===== src/rtl/demux_seq_pkg.sv =====
// Shared types and helpers for the 1:4 demux sequencer.
package demux_seq_pkg;

  localparam int unsigned LANES  = 4;
  localparam int unsigned LANE_W = 2;

  typedef enum logic [1:0] {
    IDLE,
    DRIVE,
    DONE
  } seq_state_t;

  // Returns {found, lane}: the lowest set bit of word at or above index from.
  function automatic logic [LANE_W:0] next_set_lane(input logic [LANES-1:0] word,
                                                    input logic [LANE_W:0]  from);
    next_set_lane = '0;
    for (int i = int'(LANES) - 1; i >= 0; i--) begin
      if (word[i] && (i >= int'(from))) begin
        next_set_lane = {1'b1, LANE_W'(i)};
      end
    end
  endfunction

endpackage


===== src/rtl/demux_lane_pick.sv =====
// Combinational next-set-bit finder; used by demux_seq_driver when SKIP_ZERO_EN is defined.
module demux_lane_pick
  import demux_seq_pkg::*;
(
  input  logic [LANES-1:0]  word_i,
  input  logic [LANE_W:0]   from_i,
  output logic              found_o,
  output logic [LANE_W-1:0] lane_o
);

  always_comb begin
    {found_o, lane_o} = next_set_lane(word_i, from_i);
  end

endmodule


===== src/rtl/demux_seq_driver.sv =====
// Serialises a 4-bit lane word onto the 1:4 demux I/S pins, DWELL cycles per lane.
// Optional macro SKIP_ZERO_EN: lanes whose word bit is 0 are skipped.
module demux_seq_driver
  import demux_seq_pkg::*;
#(
  parameter int unsigned DWELL = 4,
  parameter int unsigned CNT_W = $clog2(DWELL + 1)
) (
  input  logic             clk,
  input  logic             rst_n,
  input  logic [LANES-1:0] din,
  input  logic             din_valid,
  output logic             din_ready,
  input  logic             flush,
  output logic             I,
  output logic [LANE_W-1:0] S,
  output logic             busy,
  output logic             frame_done
);

  localparam logic [CNT_W-1:0] CntMax = CNT_W'(DWELL - 1);

  seq_state_t        state_q, state_d;
  logic [LANES-1:0]  word_q, word_d;
  logic [LANE_W-1:0] lane_q, lane_d;
  logic [CNT_W-1:0]  cnt_q, cnt_d;
  logic              i_q, i_d;
  logic [LANE_W-1:0] s_q, s_d;
  logic              busy_q, busy_d;
  logic              done_q, done_d;

  logic              accept;
  logic              first_found, step_found;
  logic [LANE_W-1:0] first_lane, step_lane;

  assign din_ready = ((state_q == IDLE) || (state_q == DONE)) && !flush;
  assign accept    = din_valid && din_ready;

`ifdef SKIP_ZERO_EN
  demux_lane_pick u_pick_first (
    .word_i  (din),
    .from_i  ('0),
    .found_o (first_found),
    .lane_o  (first_lane)
  );

  demux_lane_pick u_pick_step (
    .word_i  (word_q),
    .from_i  ({1'b0, lane_q} + 3'd1),
    .found_o (step_found),
    .lane_o  (step_lane)
  );
`else
  assign first_found = 1'b1;
  assign first_lane  = '0;
  assign step_found  = (lane_q != LANE_W'(LANES - 1));
  assign step_lane   = lane_q + 1'b1;
`endif

  always_comb begin
    state_d = state_q;
    word_d  = word_q;
    lane_d  = lane_q;
    cnt_d   = cnt_q;
    if (flush) begin
      state_d = IDLE;
    end else if (accept) begin
      word_d  = din;
      cnt_d   = '0;
      lane_d  = first_lane;
      // An all-zero word with skipping enabled has nothing to drive.
      state_d = first_found ? DRIVE : DONE;
    end else begin
      case (state_q)
        DRIVE: begin
          if (cnt_q == CntMax) begin
            cnt_d = '0;
            if (step_found) begin
              lane_d = step_lane;
            end else begin
              state_d = DONE;
            end
          end else begin
            cnt_d = cnt_q + 1'b1;
          end
        end
        DONE:    state_d = IDLE;
        default: state_d = state_q;
      endcase
    end
  end

  // Outputs are registered from the next state so I/S follow an accept by one cycle.
  always_comb begin
    i_d    = 1'b0;
    s_d    = s_q;
    busy_d = 1'b0;
    done_d = 1'b0;
    case (state_d)
      DRIVE: begin
        i_d    = word_d[lane_d];
        s_d    = lane_d;
        busy_d = 1'b1;
      end
      DONE:    done_d = 1'b1;
      default: done_d = 1'b0;
    endcase
  end

  always_ff @(posedge clk or negedge rst_n) begin
    if (!rst_n) begin
      state_q <= IDLE;
      word_q  <= '0;
      lane_q  <= '0;
      cnt_q   <= '0;
      i_q     <= 1'b0;
      s_q     <= '0;
      busy_q  <= 1'b0;
      done_q  <= 1'b0;
    end else begin
      state_q <= state_d;
      word_q  <= word_d;
      lane_q  <= lane_d;
      cnt_q   <= cnt_d;
      i_q     <= i_d;
      s_q     <= s_d;
      busy_q  <= busy_d;
      done_q  <= done_d;
    end
  end

  assign I          = i_q;
  assign S          = s_q;
  assign busy       = busy_q;
  assign frame_done = done_q;

endmodule


===== config.mk =====
export PLATFORM = sky130hd
export DESIGN_NAME = demux_seq_driver
export DESIGN_NICKNAME = d
export VERILOG_FILES = /design/src/rtl/demux_seq_pkg.sv /design/src/rtl/demux_lane_pick.sv /design/src/rtl/demux_seq_driver.sv
export SDC_FILE = /design/constraint.sdc
export NUM_CORES = 1
export LEC_CHECK = 0
export BUFFER_PORTS_ARGS = -buffer_cell sky130_fd_sc_hd__buf_2
export CELL_PAD_IN_SITES_DETAIL_PLACEMENT = 1
export CELL_PAD_IN_SITES_GLOBAL_PLACEMENT = 1
export CORE_ASPECT_RATIO = 0.9
export CORE_MARGIN = 5
export CORE_UTILIZATION = 44
export DETAILED_ROUTE_END_ITERATION = 10
export MAX_ROUTING_LAYER = met4
export PLACE_DENSITY = 0.76
export SETUP_SLACK_MARGIN = 0.05
export SLEW_MARGIN = 20
export SYNTH_ARGS = -nofsm -noshare
export SYNTH_HDL_FRONTEND = slang
export SYNTH_SLANG_ARGS = --single-unit

===== constraint.sdc =====
create_clock -name clk -period 4 [get_ports clk]
set_clock_uncertainty 0.05 [all_clocks]
set_input_delay 0.6 -clock clk [delete_from_list [all_inputs] [get_ports clk]]
set_output_delay 0.6 -clock clk [all_outputs]
set_load 0.03 [all_outputs]

==> results of run 1 <==
[logic make-up after synthesis]
family,Yosys count,share of synthesized area [%]
flip-flops,16,50.31
AO/OA/AOI/OAI,10,9.905
buffers and inverters,7,4.401
AND/OR/NAND/NOR,32,20.28
multiplexers,5,8.804
adder cells (fa/ha/maj),4,6.290
[synth_stat cells (2+ instances only)]
cell	number
sky130_fd_sc_hd__nor2b_1	2
sky130_fd_sc_hd__a21oi_1	3
sky130_fd_sc_hd__nand2_1	15
sky130_fd_sc_hd__dfrtp_1	16
sky130_fd_sc_hd__inv_1	4
sky130_fd_sc_hd__ha_1	4
sky130_fd_sc_hd__nor2_1	5
sky130_fd_sc_hd__mux2_1	2
[how the worst max path moves through the flow]
stage / to / start / slack (ps) / cells after the start
finish: S[0] / state_q[0] / 1880 / 6
global route: S[1] / state_q[0] / 1810 / 6
CTS: S[1] / state_q[0] / 1880 / 6
detailed placement: S[1] / state_q[0] / 1900 / 6
global placement: I / flush / 1960 / 5
floorplan: S[0] / state_q[0] / 2040 / 7
[through the flow]
step / setup slack, ps / cells / total power [mW] / hold WS, ps / utilization (%)
final: 1879 / 113 / 0.3769 / 150.7 / 53.61
after global routing: 1808 / 113 / 0.4004 / 171.6 / 53.61
after CTS: 1875 / 113 / 0.3823 / 161.9 / 53.61
after detailed placement: 1899 / 109 / 0.2705 / 425.3 / 51.47
after global placement: 1958 / 109 / 0.2657 / 421.7 / 51.47
after floorplan: 2044 / 74 / 0.2476 / 254.4 / -
[registers in the layout (all words and copies together) (netlist names)]
signal and cells:
word_q 4, cnt_q 3, S 2, lane_q 2, state_q 2, I 1, busy 1, frame_done 1
[cell usage in the layout, fill, tap and decap left out, types with 2 or more instances in the layout]
master and n:
sky130_fd_sc_hd__a21oi_1 3, sky130_fd_sc_hd__buf_2 13, sky130_fd_sc_hd__clkbuf_4 3, sky130_fd_sc_hd__dfrtp_1 16
sky130_fd_sc_hd__ha_1 4, sky130_fd_sc_hd__inv_1 4, sky130_fd_sc_hd__mux2_1 2, sky130_fd_sc_hd__nand2_1 15
sky130_fd_sc_hd__nor2_1 5, sky130_fd_sc_hd__nor2b_1 2
[power by group through the flow]
stage / Combinational, mW / Clock, mW / Sequential, mW
after detailed placement: 0.0734 / 0 / 0.197
after floorplan: 0.0499 / 0 / 0.198
final: 0.0728 / 0.110 / 0.194
after CTS: 0.0744 / 0.114 / 0.194
after global placement: 0.0700 / 0 / 0.196
after global routing: 0.0817 / 0.122 / 0.197
[final cells by class]
type                    count  area (µm²)  share of cell area (%)
well taps                  24       30.03                   3.297
repair buffers             13       65.06                   7.143
inverters                   5       18.77                   2.060
multi-input cells          51       360.3                   39.56
clock buffers               4       36.28                   3.984
flip-flops and latches     16       400.4                   43.96
[worst max-delay path, cell delays in order (launching register included)]
cell and delay [ps]:
sky130_fd_sc_hd__dfrtp_1 430, sky130_fd_sc_hd__inv_1 90, sky130_fd_sc_hd__ha_1 210, sky130_fd_sc_hd__o21ba_2 240, sky130_fd_sc_hd__and2_1 310, sky130_fd_sc_hd__a31oi_2 330, sky130_fd_sc_hd__mux2_1 360
[routing by layer]
layer,up-vias,share of wire (%),wire length (µm)
li1,282,-,-
met1,274,46,792
met2,11,48,811
met3,4,4.3,74
met4,0,1.5,25
met5,-,0,0
==> report_table.html, run 1 <==
<table>
<tr><th>Metric</th><th>Value</th></tr>
<tr><th colspan="2">Critical path</th></tr>
<tr><td>Data arrival time of the critical path</td><td>~2300 ps</td></tr>
<tr><td>Worst-path maximum fanout</td><td>10</td></tr>
<tr><td>Crit Path Class</td><td>reg2reg</td></tr>
<tr><td>Req. time, crit path</td><td>4130 ps</td></tr>
<tr><td>Register-to-Register Path Depth</td><td>6</td></tr>
<tr><td>Kind of end point of the critical path</td><td>flop</td></tr>
<tr><td>Slack of the worst reg-to-reg path</td><td>between 1500 and 2000 ps</td></tr>
<tr><td>Start of the worst register-to-register path</td><td>state_q[0]</td></tr>
<tr><td>Startpoint class of the critical path</td><td>flop</td></tr>
<tr><td>Reg-to-reg endpoint</td><td>S[0]</td></tr>
<tr><th colspan="2">GRT</th></tr>
<tr><td>Global routing met3 resource utilization</td><td>under 10%</td></tr>
<tr><td>Most crowded layer after global routing</td><td>met1</td></tr>
<tr><td>Via count of the first global-routing pass</td><td>just over 600</td></tr>
<tr><td>Aggregate global-route resource usage</td><td>between 10% and 20%</td></tr>
<tr><td>Met2 usage</td><td>a little over a fifth</td></tr>
<tr><td>First-pass GRT wire length</td><td>between 2000 and 3000 µm</td></tr>
<tr><td>Maximum number of pins on one net before global-route repair</td><td>17</td></tr>
<tr><td>Initial antenna violation count</td><td>0</td></tr>
<tr><td>Routing usage on met1</td><td>21.95%</td></tr>
<tr><td>GRT overflow</td><td>0</td></tr>
<tr><th colspan="2">Timing</th></tr>
<tr><td>Slew margin rel.</td><td>between 60 and 70%</td></tr>
<tr><td>Final hold violations</td><td>0</td></tr>
<tr><td>Setup repair after global routing missed its margin</td><td>false</td></tr>
<tr><td>Slew at the pin closest to its max-slew limit</td><td>452.9 ps</td></tr>
<tr><td>Tcrit/Tclk final</td><td>approximately 53%</td></tr>
<tr><td>Finish-stage setup viols</td><td>0</td></tr>
<tr><td>Final sum of negative setup slack</td><td>0 ps</td></tr>
<tr><td>Upper clock frequency limit</td><td>roughly 0.47 GHz</td></tr>
<tr><td>Min cycle time layout</td><td>roughly 2100 ps</td></tr>
<tr><td>Fin. max-slew vios</td><td>0</td></tr>
<tr><th colspan="2">Worst hold path</th></tr>
<tr><td>Worst hold path type</td><td>in2async</td></tr>
<tr><th colspan="2">Placed design</th></tr>
<tr><td>Routability Congestion</td><td>0.7556</td></tr>
<tr><td>Final HPWL from detailed placement</td><td>roughly 1300 µm</td></tr>
<tr><td>Area of placed instances</td><td>874.6 µm²</td></tr>
<tr><td>Total of buffers placed on input and output ports</td><td>13</td></tr>
<tr><th colspan="2">Pwr</th></tr>
<tr><td>Power density of the placed cells</td><td>approximately 410 nW/µm²</td></tr>
<tr><td>Worst vdd rail ir drop</td><td>0.2337 mV</td></tr>
<tr><td>Internal Power</td><td>around 0.27 mW</td></tr>
<tr><td>Power spent charging and discharging nets</td><td>approximately 0.11 mW</td></tr>
<tr><td>Seq pwr share</td><td>about half</td></tr>
<tr><td>Combinational share of power</td><td>19.3%</td></tr>
<tr><td>Leakage component of the power</td><td>~0.48 nW</td></tr>
<tr><td>Part of the power in the clock network</td><td>between 20 and 30%</td></tr>
<tr><td>Sw Ratio</td><td>between 20% and 30%</td></tr>
<tr><th colspan="2">Layout</th></tr>
<tr><td>Filler Cells Inserted</td><td>~210</td></tr>
<tr><td>Area of all placed cells without fillers</td><td>between 900 and 1000 µm²</td></tr>
<tr><td>Net total in the final layout</td><td>about 100</td></tr>
<tr><td>Area Overhead vs Synth</td><td>14.47%</td></tr>
<tr><td>Fraction of layout cells with a size suffix above 1</td><td>25.84%</td></tr>
<tr><td># diodes</td><td>0</td></tr>
<tr><th colspan="2">CTS</th></tr>
<tr><td>Post-CTS resize count</td><td>0</td></tr>
<tr><td>Buffer type at the clock tree root</td><td>sky130_fd_sc_hd__clkbuf_4</td></tr>
<tr><td>Number of buffers on the longest clock path</td><td>2</td></tr>
<tr><td>TritonCTS Buffers</td><td>3</td></tr>
<tr><td>H-Tree Level Count</td><td>1</td></tr>
<tr><td>Number of post-CTS setup repair buffers</td><td>0</td></tr>
<tr><td>Hold buffer count at cts</td><td>0</td></tr>
<tr><td>Clock-pin transition on the worst setup and hold timing paths</td><td>100 ps</td></tr>
<tr><td>TritonCTS clock tree</td><td>built</td></tr>
<tr><td>Latest clock arrival within the worst-skew pair</td><td>290 ps</td></tr>
<tr><td>CTS sink cnt</td><td>16</td></tr>
<tr><th colspan="2">Yosys</th></tr>
<tr><td>Biggest area consumer among synthesized cells</td><td>sky130_fd_sc_hd__dfrtp_1</td></tr>
<tr><td>EDFF count, synth</td><td>0</td></tr>
<tr><td>Proportion of synthesized flip-flops having asynchronous set or reset</td><td>100.0%</td></tr>
<tr><td>Netlist cell types</td><td>31</td></tr>
<tr><td>Cells after Synth</td><td>74</td></tr>
<tr><td>Synthesized net count</td><td>86</td></tr>
<tr><td>Mapped Area</td><td>795.8 µm²</td></tr>
<tr><td>#FFs+latches synth</td><td>16</td></tr>
<tr><td>Number of warnings issued by yosys</td><td>0</td></tr>
<tr><td>Post-synthesis area per instance</td><td>approximately 11 µm²</td></tr>
<tr><td>Leading post-synthesis cells by cell area</td><td>sky130_fd_sc_hd__dfrtp_1 50%, sky130_fd_sc_hd__nand2_1 7.1%, sky130_fd_sc_hd__ha_1 6.3%</td></tr>
<tr><td>Top_reg_cell synth</td><td>sky130_fd_sc_hd__dfrtp_1</td></tr>
<tr><td>Area share of the largest cell type after synthesis</td><td>between 50 and 60%</td></tr>
<tr><td>Sequential fraction of the synthesis area</td><td>approximately half</td></tr>
<tr><th colspan="2">Floorplanning</th></tr>
<tr><td>Y dimension of the die</td><td>just over 50 µm</td></tr>
<tr><td>Std-Cell Core Area</td><td>~1700 µm²</td></tr>
<tr><td>Die Outline Area</td><td>2760 µm²</td></tr>
<tr><td>Die width</td><td>between 50 and 60 µm</td></tr>
<tr><td>Number of ports placed on the die boundary</td><td>14</td></tr>
<tr><td>Total number of placement rows</td><td>14</td></tr>
<tr><td>Initial core utilization</td><td>a little under half</td></tr>
<tr><th colspan="2">Detailed routing</th></tr>
<tr><td>Detail-routed net length per standard cell</td><td>15.08 µm</td></tr>
<tr><td>Number of nets with antenna violations after routing</td><td>0</td></tr>
<tr><td>Drt first-iter violations</td><td>5</td></tr>
<tr><td>Via count of the routed design</td><td>571</td></tr>
<tr><td>Via/cell ratio</td><td>slightly above 5</td></tr>
<tr><td>Total wire length after detailed routing</td><td>1704 µm</td></tr>
<tr><td>Total DRC errors in the routed layout</td><td>0</td></tr>
<tr><td>Number of optimization iterations in the first detailed-route pass</td><td>3</td></tr>
<tr><th colspan="2">Status</th></tr>
<tr><td>Result of the run</td><td>finished, final reports clean</td></tr>
<tr><th colspan="2">Flow run</th></tr>
<tr><td>Maximum Capacitance Violations</td><td>0</td></tr>
</table>
Power figures use the tool's default switching activity.
==> run 2: changes to the inputs <==
ABC_AREA = 1   (was not set)
CORE_UTILIZATION = 37   (was 44)
PLACE_DENSITY = 0.69   (was 0.76)
clock period = 1.8 ns   (was 4 ns; I/O delays follow)
==> report_table.html, run 2 <==
<table>
<tr><th>Metric</th><th>Value</th></tr>
<tr><th colspan="2">Status</th></tr>
<tr><td>Result of the run</td><td>finished, final reports clean</td></tr>
<tr><th colspan="2">Yosys</th></tr>
<tr><td>EDFF count, synth</td><td>0 (unchanged)</td></tr>
<tr><td>Top post-synthesis cells by count</td><td>24 x sky130_fd_sc_hd__inv_1, 16 x sky130_fd_sc_hd__dfrtp_1, 15 x sky130_fd_sc_hd__nand2_1</td></tr>
<tr><td>Number of warnings issued by yosys</td><td>0 (unchanged)</td></tr>
<tr><td>Proportion of synthesized flip-flops having asynchronous set or reset</td><td>100.0% (unchanged)</td></tr>
<tr><td>Leading post-synthesis cells by cell area</td><td>sky130_fd_sc_hd__dfrtp_1 46%, sky130_fd_sc_hd__inv_1 10%, sky130_fd_sc_hd__nand2_1 6.5%</td></tr>
<tr><td>Post-synthesis area per instance</td><td>9.140 µm² (-15%)</td></tr>
<tr><td>Netlist cell types</td><td>21 (-32%)</td></tr>
<tr><td>Area share of the largest cell type after synthesis</td><td>46.11% (-4.2 points)</td></tr>
<tr><td>Sequential fraction of the synthesis area</td><td>46.11% (-4.2 points)</td></tr>
<tr><td>#FFs+latches synth</td><td>16 (unchanged)</td></tr>
<tr><td>Most frequent cell after synthesis</td><td>sky130_fd_sc_hd__inv_1</td></tr>
<tr><td>Biggest area consumer among synthesized cells</td><td>sky130_fd_sc_hd__dfrtp_1</td></tr>
<tr><td>Top_reg_cell synth</td><td>sky130_fd_sc_hd__dfrtp_1</td></tr>
<tr><td>Mapped Area</td><td>868.3 µm² (+9.1%)</td></tr>
<tr><td>Cells after Synth</td><td>95 (+28%)</td></tr>
<tr><td>Synthesized net count</td><td>107 (+24%)</td></tr>
<tr><th colspan="2">CTS</th></tr>
<tr><td>CTS sink cnt</td><td>16 (unchanged)</td></tr>
<tr><td>Buffer type at the clock tree root</td><td>sky130_fd_sc_hd__clkbuf_4</td></tr>
<tr><td>TritonCTS Buffers</td><td>3 (unchanged)</td></tr>
<tr><td>Clock-pin transition on the worst setup and hold timing paths</td><td>90 ps (about the same)</td></tr>
<tr><td>Latest clock arrival within the worst-skew pair</td><td>290 ps (about the same)</td></tr>
<tr><td>H-Tree Level Count</td><td>1 (unchanged)</td></tr>
<tr><td>TritonCTS clock tree</td><td>built</td></tr>
<tr><td>Number of buffers on the longest clock path</td><td>2 (unchanged)</td></tr>
<tr><th colspan="2">Timing</th></tr>
<tr><td>Tcrit/Tclk final</td><td>92.12% (+39 points)</td></tr>
<tr><td>Slew at the pin closest to its max-slew limit</td><td>361.0 ps (-91.90 ps)</td></tr>
<tr><td>Fin. max-slew vios</td><td>0 (unchanged)</td></tr>
<tr><td>Setup repair after global routing missed its margin</td><td>true</td></tr>
<tr><td>Final sum of negative setup slack</td><td>0 ps (unchanged)</td></tr>
<tr><td>Min cycle time layout</td><td>1658 ps (-462.7 ps)</td></tr>
<tr><td>Upper clock frequency limit</td><td>0.6031 GHz (+28%)</td></tr>
<tr><td>Final hold violations</td><td>0 (unchanged)</td></tr>
<tr><td>Finish-stage setup viols</td><td>0 (unchanged)</td></tr>
<tr><td>Slew margin rel.</td><td>75.93% (+6.1 points)</td></tr>
<tr><th colspan="2">Critical path</th></tr>
<tr><td>Kind of end point of the critical path</td><td>flop</td></tr>
<tr><td>Req. time, crit path</td><td>1970 ps (-2160 ps)</td></tr>
<tr><td>Reg-to-reg endpoint</td><td>I</td></tr>
<tr><td>Register-to-Register Path Depth</td><td>10 (+4)</td></tr>
<tr><td>Data arrival time of the critical path</td><td>1830 ps (-420 ps)</td></tr>
<tr><td>Crit Path Class</td><td>reg2reg</td></tr>
<tr><td>Slack of the worst reg-to-reg path</td><td>140 ps (-1740 ps)</td></tr>
<tr><td>Start of the worst register-to-register path</td><td>state_q[1]</td></tr>
<tr><td>Critical path startpoint</td><td>state_q[1]</td></tr>
<tr><td>Startpoint class of the critical path</td><td>flop</td></tr>
<tr><td>Worst-path maximum fanout</td><td>4 (-6)</td></tr>
<tr><th colspan="2">Worst hold path</th></tr>
<tr><td>Worst Hold Launch</td><td>din[2]</td></tr>
<tr><td>Hold EP</td><td>word_q[2]</td></tr>
<tr><td>Worst hold path type</td><td>in2reg</td></tr>
<tr><td>Depth of the worst hold-timing path</td><td>3</td></tr>
<tr><th colspan="2">Layout</th></tr>
<tr><td>Top flop regs</td><td>word_q x4, cnt_q x3</td></tr>
<tr><td>Sequential cell area</td><td>400.4 µm² (unchanged)</td></tr>
<tr><td>Register with the highest flop count</td><td>word_q</td></tr>
<tr><td>Fraction of layout cells with a size suffix above 1</td><td>34.48% (+8.6 points)</td></tr>
<tr><td>Filler Cells Inserted</td><td>278 (+34%)</td></tr>
<tr><td>Net total in the final layout</td><td>130 (+27%)</td></tr>
<tr><td>Commonest non-fill, non-tap cells in the layout</td><td>24 x sky130_fd_sc_hd__inv_1, 16 x sky130_fd_sc_hd__dfrtp_1, 14 x sky130_fd_sc_hd__nand2_1, 12 x sky130_fd_sc_hd__buf_2, 6 x sky130_fd_sc_hd__buf_4</td></tr>
<tr><td>Most frequent standard cell in the layout excluding fill and tap cells</td><td>sky130_fd_sc_hd__inv_1</td></tr>
<tr><td>Area of combinational cells with multiple inputs</td><td>360.3 µm² (unchanged)</td></tr>
<tr><td>Area Overhead vs Synth</td><td>18.59%</td></tr>
<tr><td>Number of flip-flops in the largest register</td><td>4 (unchanged)</td></tr>
<tr><td># diodes</td><td>0 (unchanged)</td></tr>
<tr><th colspan="2">GRT</th></tr>
<tr><td>GRT overflow</td><td>0 (unchanged)</td></tr>
<tr><td>Via count of the first global-routing pass</td><td>752 (+22%)</td></tr>
<tr><td>Maximum number of pins on one net before global-route repair</td><td>17 (unchanged)</td></tr>
<tr><td>Aggregate global-route resource usage</td><td>13.06% (-2.4 points)</td></tr>
<tr><td>Initial antenna violation count</td><td>0 (unchanged)</td></tr>
<tr><td>First-pass GRT wire length</td><td>3291 µm (+12%)</td></tr>
<tr><th colspan="2">Detailed routing</th></tr>
<tr><td>Drt first-iter violations</td><td>13 (+8)</td></tr>
<tr><td>Number of optimization iterations in the first detailed-route pass</td><td>2 (-1)</td></tr>
<tr><td>Total DRC errors in the routed layout</td><td>0 (unchanged)</td></tr>
<tr><td>Number of nets with antenna violations after routing</td><td>0 (unchanged)</td></tr>
<tr><td>Total wire length after detailed routing</td><td>1928 µm (+13%)</td></tr>
<tr><td>Detail-routed net length per standard cell</td><td>13.48 µm (-11%)</td></tr>
<tr><td>Via/cell ratio</td><td>4.797 (-5.1%)</td></tr>
<tr><td>Via count of the routed design</td><td>686 (+20%)</td></tr>
<tr><th colspan="2">Placed design</th></tr>
<tr><td>Final HPWL from detailed placement</td><td>1464 µm (+17%)</td></tr>
<tr><td>Total of buffers placed on input and output ports</td><td>13 (unchanged)</td></tr>
<tr><td>Routability Congestion</td><td>0.7514 (-0.56%)</td></tr>
<tr><th colspan="2">Floorplanning</th></tr>
<tr><td>Die Outline Area</td><td>3417 µm² (+24%)</td></tr>
<tr><td>Total number of placement rows</td><td>16 (+2)</td></tr>
<tr><td>Std-Cell Core Area</td><td>2202 µm² (+30%)</td></tr>
<tr><td>Initial core utilization</td><td>39.43% (-7.4 points)</td></tr>
<tr><td>Y dimension of the die</td><td>55.96 µm (+11%)</td></tr>
<tr><td>Die width</td><td>61.07 µm (+11%)</td></tr>
<tr><td>Number of ports placed on the die boundary</td><td>14 (unchanged)</td></tr>
<tr><th colspan="2">Pwr</th></tr>
<tr><td>Power density of the placed cells</td><td>843.3 nW/µm² (+100%)</td></tr>
<tr><td>Overall power consumption</td><td>0.8684 mW (+130%)</td></tr>
<tr><td>Worst vdd rail ir drop</td><td>0.4162 mV (+78%)</td></tr>
<tr><td>Leakage component of the power</td><td>0.5797 nW (+20%)</td></tr>
<tr><th colspan="2">Flow run</th></tr>
<tr><td>Maximum Capacitance Violations</td><td>0 (unchanged)</td></tr>
</table>
-- run 2: worst max path at each step --
| stage | to | slack (ps) | depth (start not counted) |
|---|---|---|---|
| 6_report | I | 140 | 10 |
| 5_1_grt | I | 2 | 10 |
| 3_3_place_gp | S[1] | 190 | 8 |
| 2_1_floorplan | I | 150 | 9 |
| 3_5_place_dp | I | 160 | 11 |
| 4_1_cts | din_ready | 90 | 5 |
-- run 2: stage by stage --
stage / hold WS, ps / area, µm² / util (%) / cells / setup WS (ps)
final: 168.1 / 1030 / 46.76 / 143 / 141.8
after global routing: 191.8 / 1030 / 46.76 / 143 / 2.042
after CTS: 186.6 / 979.7 / 44.49 / 138 / 93.14
after detailed placement: 153.3 / 947.2 / 43.01 / 134 / 156.1
after global placement: 158.4 / 947.2 / 43.01 / 134 / 191.7
after floorplan: -75.59 / 868.3 / - / 95 / 151.4
-- run 2: critical path, stage by stage (launching register included) --
cell and delay [ps]:
sky130_fd_sc_hd__dfrtp_1 390, sky130_fd_sc_hd__inv_1 110, sky130_fd_sc_hd__ha_1 150, sky130_fd_sc_hd__inv_1 80, sky130_fd_sc_hd__nor2_4 160, sky130_fd_sc_hd__nand2_2 90, sky130_fd_sc_hd__nor2_1 150, sky130_fd_sc_hd__o21ai_2 110
sky130_fd_sc_hd__inv_2 70, sky130_fd_sc_hd__nand3_1 90, sky130_fd_sc_hd__a21oi_2 130
-- run 2: cell families (layout without fill, tap and decap cells) --
family / count (synthesis) / in the layout / synth area share [%]
and+or+nand+nor: 37 / 37 / 26.08
buffers and inverters: 27 / 48 / 13.55
adders and majority gates: 4 / 4 / 5.764
AOI/OAI and AO/OA: 10 / 10 / 7.205
DFF: 16 / 16 / 46.11
muxes: 1 / 1 / 1.297
-- run 2: cell type report --
type	instances	area share, %
clock buffer	3	2.187
inverter	26	9.477
multi-input combinational	52	34.99
sequential	16	38.88
tap	27	3.281
timing repair buffer	19	11.18
-- run 2: repair_timing --
action / in CTS / in global routing
resized for setup: 0 / 5
hold buffers: 1 / 0
setup buffers: 0 / 5
endpoints found under the setup margin: 0 / 4
hold endpoints to repair: 16 / 0
-- run 2: where the power goes --
part	switching (mW)	internal, mW	total [mW]
Clock	0.112	0.0779	0.190
Sequential	0.0223	0.406	0.428
Combinational	0.158	0.0928	0.251
-- run 2: metal layers --
layer / vias to the layer above / routed length (µm) / GRT usage [%]
met4: 0 / 24 / 6.502
li1: 336 / - / -
met1: 330 / 793 / 15.33
met5: - / 0 / -
met2: 17 / 1022 / 20.69
met3: 3 / 88 / 2.552
